**src/rtl/arb_pkg.sv**
```systemverilog
// ---------------------------------------------------------------------------
// arb_pkg
// Shared types and constants for the 8-way resource arbiter.
//   arb_state_t : FSM state (IDLE = no owner, BUSY = an owner holds the grant)
//   N_REQ, ID_W : requester count and grant index width
//   onehot()    : binary index -> one-hot request/grant vector
// ---------------------------------------------------------------------------
package arb_pkg;

    localparam int N_REQ = 8;
    localparam int ID_W  = 3;

    typedef enum logic {
        IDLE = 1'b0,
        BUSY = 1'b1
    } arb_state_t;

    function automatic logic [N_REQ-1:0] onehot(input logic [ID_W-1:0] id);
        logic [N_REQ-1:0] v;
        v = '0;
        v[id] = 1'b1;
        return v;
    endfunction

endpackage

```
**src/rtl/arb_pick_encoder.sv**
```systemverilog
// ---------------------------------------------------------------------------
// arb_pick_encoder
// Combinational winner selection among eligible requesters.
//   req_masked : eligible request bits (owner / timed-out bits already removed)
//   rr_ptr     : round-robin search start index
//   mode       : 0 = round-robin from rr_ptr (wrapping 7->0), 1 = highest index
//   pick_id    : selected index (meaningful only when pick_valid=1)
//   pick_valid : at least one eligible request
// ---------------------------------------------------------------------------
module arb_pick_encoder
    import arb_pkg::*;
(
    input  logic [N_REQ-1:0] req_masked,
    input  logic [ID_W-1:0]  rr_ptr,
    input  logic             mode,
    output logic [ID_W-1:0]  pick_id,
    output logic             pick_valid
);

    // Rotate so that bit rr_ptr lands at position 0; the lowest set bit of
    // the rotated vector is then the first requester at or after rr_ptr.
    logic [N_REQ-1:0] rotated;

    generate
        for (genvar gi = 0; gi < N_REQ; gi++) begin : g_rot
            logic [ID_W-1:0] src;
            assign src         = rr_ptr + ID_W'(gi);
            assign rotated[gi] = req_masked[src];
        end
    endgenerate

    logic [ID_W-1:0] rot_first;
    logic [ID_W-1:0] high_id;

    always_comb begin
        rot_first = '0;
        for (int i = N_REQ - 1; i >= 0; i--) begin
            if (rotated[i]) begin
                rot_first = ID_W'(i);
            end
        end
    end

    always_comb begin
        high_id = '0;
        for (int i = 0; i < N_REQ; i++) begin
            if (req_masked[i]) begin
                high_id = ID_W'(i);
            end
        end
    end

    // Un-rotate: adding rr_ptr back wraps naturally in ID_W bits.
    assign pick_id    = mode ? high_id : (rot_first + rr_ptr);
    assign pick_valid = |req_masked;

endmodule

```
**config.mk**
```make
export PLATFORM = sky130hd
export DESIGN_NAME = arb_pick_encoder
export DESIGN_NICKNAME = d
export VERILOG_FILES = /design/src/rtl/arb_pkg.sv /design/src/rtl/arb_pick_encoder.sv
export SDC_FILE = /design/constraint.sdc
export NUM_CORES = 1
export LEC_CHECK = 0
export CAP_MARGIN = 10
export CORE_MARGIN = 4
export CORE_UTILIZATION = 30
export DETAILED_ROUTE_END_ITERATION = 16
export PLACE_DENSITY = 0.48
export SYNTH_ARGS = -nofsm -noshare
export SYNTH_HDL_FRONTEND = slang
export SYNTH_SLANG_ARGS = --single-unit
```
**constraint.sdc**
```tcl
create_clock -name vclk -period 10.9
set_clock_uncertainty 0.1 [all_clocks]
set_input_delay 2.18 -clock vclk [all_inputs]
set_output_delay 2.18 -clock vclk [all_outputs]
set_load 0.02 [all_outputs]
```
-- Word-level counts from Yosys, hierarchy flattened
Cells that the tools add are included.
- bits in registers: 0
- logic and storage cells: 49
- add/sub/neg operators: 8
- magnitude comparators: 8
- multiplexer cells: 32
- reduce and logical (&&, ||, !) cells: 1
- operators with widths (kind ; number):
    3-bit two-way mux ; 15
    3-bit by 4-bit less-than comparator with 1-bit output (second input constant) ; 8
    1-bit binary-select mux with 3-bit select ; 8
    3-bit adder (second input constant) ; 4
    1-bit two-way mux ; 9
    8-bit OR reduction ; 1
    3-bit by 2-bit adder with 3-bit output (second input constant) ; 2
    3-bit by 1-bit adder with 3-bit output (second input constant) ; 1
    3-bit adder ; 1

-- Depth between registers and ports, before layout
- depth in word-level cells: 13
- depth in mapped cells: 17

-- Least setup slack after synthesis
No wires, ideal clock.
- path kind: input-to-output
- start point: input port rr_ptr[0]
- end point: output port pick_id[2]
- arrival time: 5.281 ns
- required time: 8.620 ns
- path slack: 3.339 ns
- stages on the path: 15
- path buffers: 2
- path through: buf_4 > clkinv_1 > ha_1 > buf_6 > mux2_4 > mux4_2 > nor2_1 > a22oi_1 > nor2_1 > a31oi_1 > fa_1 > nand2_1 > a2bb2oi_1 > nor2_1 > o31a_1
- word-level cells in the longest chain between the ends: 13
- elaborated cells between the ends (all ways): 33
- RTL lines (item ; RTL line ; text):
    from (decl) ; arb_pick_encoder.sv:14 ; input logic [ID_W-1:0] rr_ptr,
    3-bit adder ; arb_pick_encoder.sv:27 ; assign src = rr_ptr + ID_W'(gi);
    1-bit binary-select mux with 3-bit select ; arb_pick_encoder.sv:28 ; assign rotated[gi] = req_masked[src];
    1-bit two-way mux (implied by the code) ; arb_pick_encoder.sv:28 ;
    3-bit two-way mux (8 in a row) ; arb_pick_encoder.sv:38 ; if (rotated[i]) begin
    3-bit adder * ; arb_pick_encoder.sv:54 ; assign pick_id = mode ? high_id : (rot_first + rr_ptr);
    3-bit two-way mux * ; arb_pick_encoder.sv:54 ;
    to (decl) ; arb_pick_encoder.sv:16 ; output logic [ID_W-1:0] pick_id,
Mark *: on every way between the ends. The rest lies on a longest branch, timed or not. The select of a mux whose other input is x is not followed.

-- Worst setup path in the final report
Ends and elaborated chain as after synthesis.

==> flow_metrics.tcl <==
set metrics [dict create \
    gr-total-overflow 0 \
    min_period_ns 9.299 \
    drt-initial-drc-count 13 \
    path_class "in2out" \
    maxCapViolCount 0 \
    diodes 0 \
    fmax_mhz 107.5 \
    cp-endpoint "pick_id[2]" \
    tightestPinTransition_ns 0.7042 \
    synthesis.area_um2 813.3 \
    cts_setup_buffers 0 \
    post-place-ws_ns 1.553 \
    syn_avg_cell_area_um2 9.138 \
    cp-end-kind "primary output" \
    area_growth_pct 20.15 \
    dr.pass1.iters 4 \
    hp-class "in2out" \
    slew_violations 0 \
    syn_nets 105 \
    routabilityCongestion 0.8321 \
    slowest_delay_ns 0.85 \
    required_ns 8.62 \
    grt_pass1_wl_um 3256 \
    p_leak_nw 0.3670 \
    yosysSeqAreaShare_pct 0 \
    n_sequential_cell 0 \
    slew_headroom_pct 52.91 \
    coreArea_um2 2522 \
    grt_max_degree 18 \
    portBuffers 16 \
    outcome "finished clean" \
    fin_ws_ns 1.601 \
    ff_latch_area_um2 0 \
    power.total_mw 0.05715 \
    ir_drop_mv 0.02888 \
    via_per_inst 5.669 \
    cp.arrival_ns 7.02 \
    ys_types 36 \
    hold_slack_ns 5.382 \
    yosys_warnings 0 \
    fp.dieArea_um2 3608 \
    drc 0 \
    num_rows 18 \
    first_global_vias 656 \
    critPathLaunchType "input port" \
    grtUsageTotal_pct 11.57 \
    synthTopCellsByCount "nor2_1, a21oi_1, mux4_2, inv_1" \
    timing.final.crit_share_pct 85.32 \
    wl_per_cell_um 15.05 \
    wl_um 1957 \
    dp_hpwl_um 1569 \
    hold_viol_final 0 \
    netlist_instances 89 \
    ant_nets 0 \
    nFillCells 265 \
    die_y_um 60.07 \
    powerDensity_nw_per_um2 58.48 \
    worstPathMaxFanout 12 \
    fin_setup_tns_ns 0 \
    rsz0062_at_grt "no" \
    num_io_pins 16 \
    initial_utilization_pct 32.24 \
    startpoint "rr_ptr[0]" \
    antenna_found_initial 0 \
    worst_path_most_repeated_cell "nor2_1" \
    path_cells "clkdlybuf4s50_1 > clkinv_1 > ha_1 > mux2_4 > mux4_2 > nor2_1 > a22oi_1 > nor2_1 > a31oi_1 > fa_1 > nand2_1 > a2bb2oi_1 > nor2_1 > o31a_1 > clkdlybuf4s50_1" \
    drive_gt1_share_pct 20.00 \
    synth_top_area_share_pct 22.15 \
    dieWidth_um 60.07 \
    hold_buffers 0 \
    clock_buffers 0 \
    slowest_stage "clkdlybuf4s50_1" \
    ctsResizeCount 0 \
    vias 737 \
    nets 118 \
    synth_area_leaders "mux4_2, mux4_1, mux2_4" \
    setup_violations 0 \
    yosys.cell_count.top_type "nor2_1" \
    synth_top_cell_by_area "mux4_2" \
]
cell type report:
type	instances	area, um2	area share [%]
Timing Repair Buffer	16	160.2	16.39
Inverter	7	26.28	2.689
Multi-Input combinational cell	77	753.2	77.08
Tap cell	30	37.54	3.841
critical path, delay by kind of cell:
family,cells,cell delay (ns)
buffers and inverters,3,1.71
AND/OR/NAND/NOR,4,0.51
adder cells (fa/ha/maj),2,1.12
multiplexers,2,0.82
AO/OA/AOI/OAI,4,0.67
placed cells by master (no fill, tap or decap), types with 2 or more instances in the layout:
cell / n
mux4_1: 3
nor4_1: 2
o211ai_1: 2
o31ai_1: 2
xor2_1: 2
mux2_2: 2
nor2_1: 11
clkdlybuf4s50_1: 16
mux4_2: 8
inv_1: 6
a21oi_1: 8
xnor2_1: 2
nor3_1: 2
nand2_1: 2
mux2i_1: 4
o21bai_1: 2
or3b_2: 4
mux2_4: 4
ha_1: 3
per-stage QoR:
stage / cell area (um2) / instances / utilization, %
3_3_place_gp: 977.2 / 130 / 38.74
3_5_place_dp: 977.2 / 130 / 38.74
4_1_cts: 977.2 / 130 / 38.74
6_report: 977.2 / 130 / 38.74
2_1_floorplan: 813.3 / 89 / -
5_1_grt: 977.2 / 130 / 38.74
report_power, final:
group | total, mW | internal, mW | leakage (nW) | switching [mW]
logic | 0.0571 | 0.0296 | 0.367 | 0.0275
clock network | 0 | 0 | 0 | 0
registers | 0 | 0 | 0 | 0
total | 0.0571 | 0.0296 | 0.367 | 0.0275
logic make-up (layout without fill, tap and decap cells):
| logic type | after synthesis | in the layout | share of synthesized area, % |
|---|---|---|---|
| simple gates | 27 | 27 | 17.85 |
| compound gates | 21 | 21 | 16.46 |
| mux | 21 | 21 | 46.92 |
| buf+inv | 12 | 23 | 7.384 |
| fa+ha+maj | 4 | 4 | 7.078 |
| xor+xnor | 4 | 4 | 4.308 |
per-layer routing:
layer / global-route usage (%) / up-vias / wire, um
met3: 0.2160 / 0 / 43
met4: 0 / 0 / 0
met2: 19.14 / 10 / 965
met1: 17.81 / 355 / 948
li1: - / 372 / -
met5: 0 / - / 0
worst min path at each step:
stage | start | end | depth (start not counted)
6_report | mode | pick_id[0] | 3
5_1_grt | mode | pick_id[0] | 3
4_1_cts | mode | pick_id[0] | 3
3_5_place_dp | mode | pick_id[0] | 3
3_3_place_gp | mode | pick_id[0] | 3
2_1_floorplan | mode | pick_id[0] | 1
(Power assumes the default switching activity.)
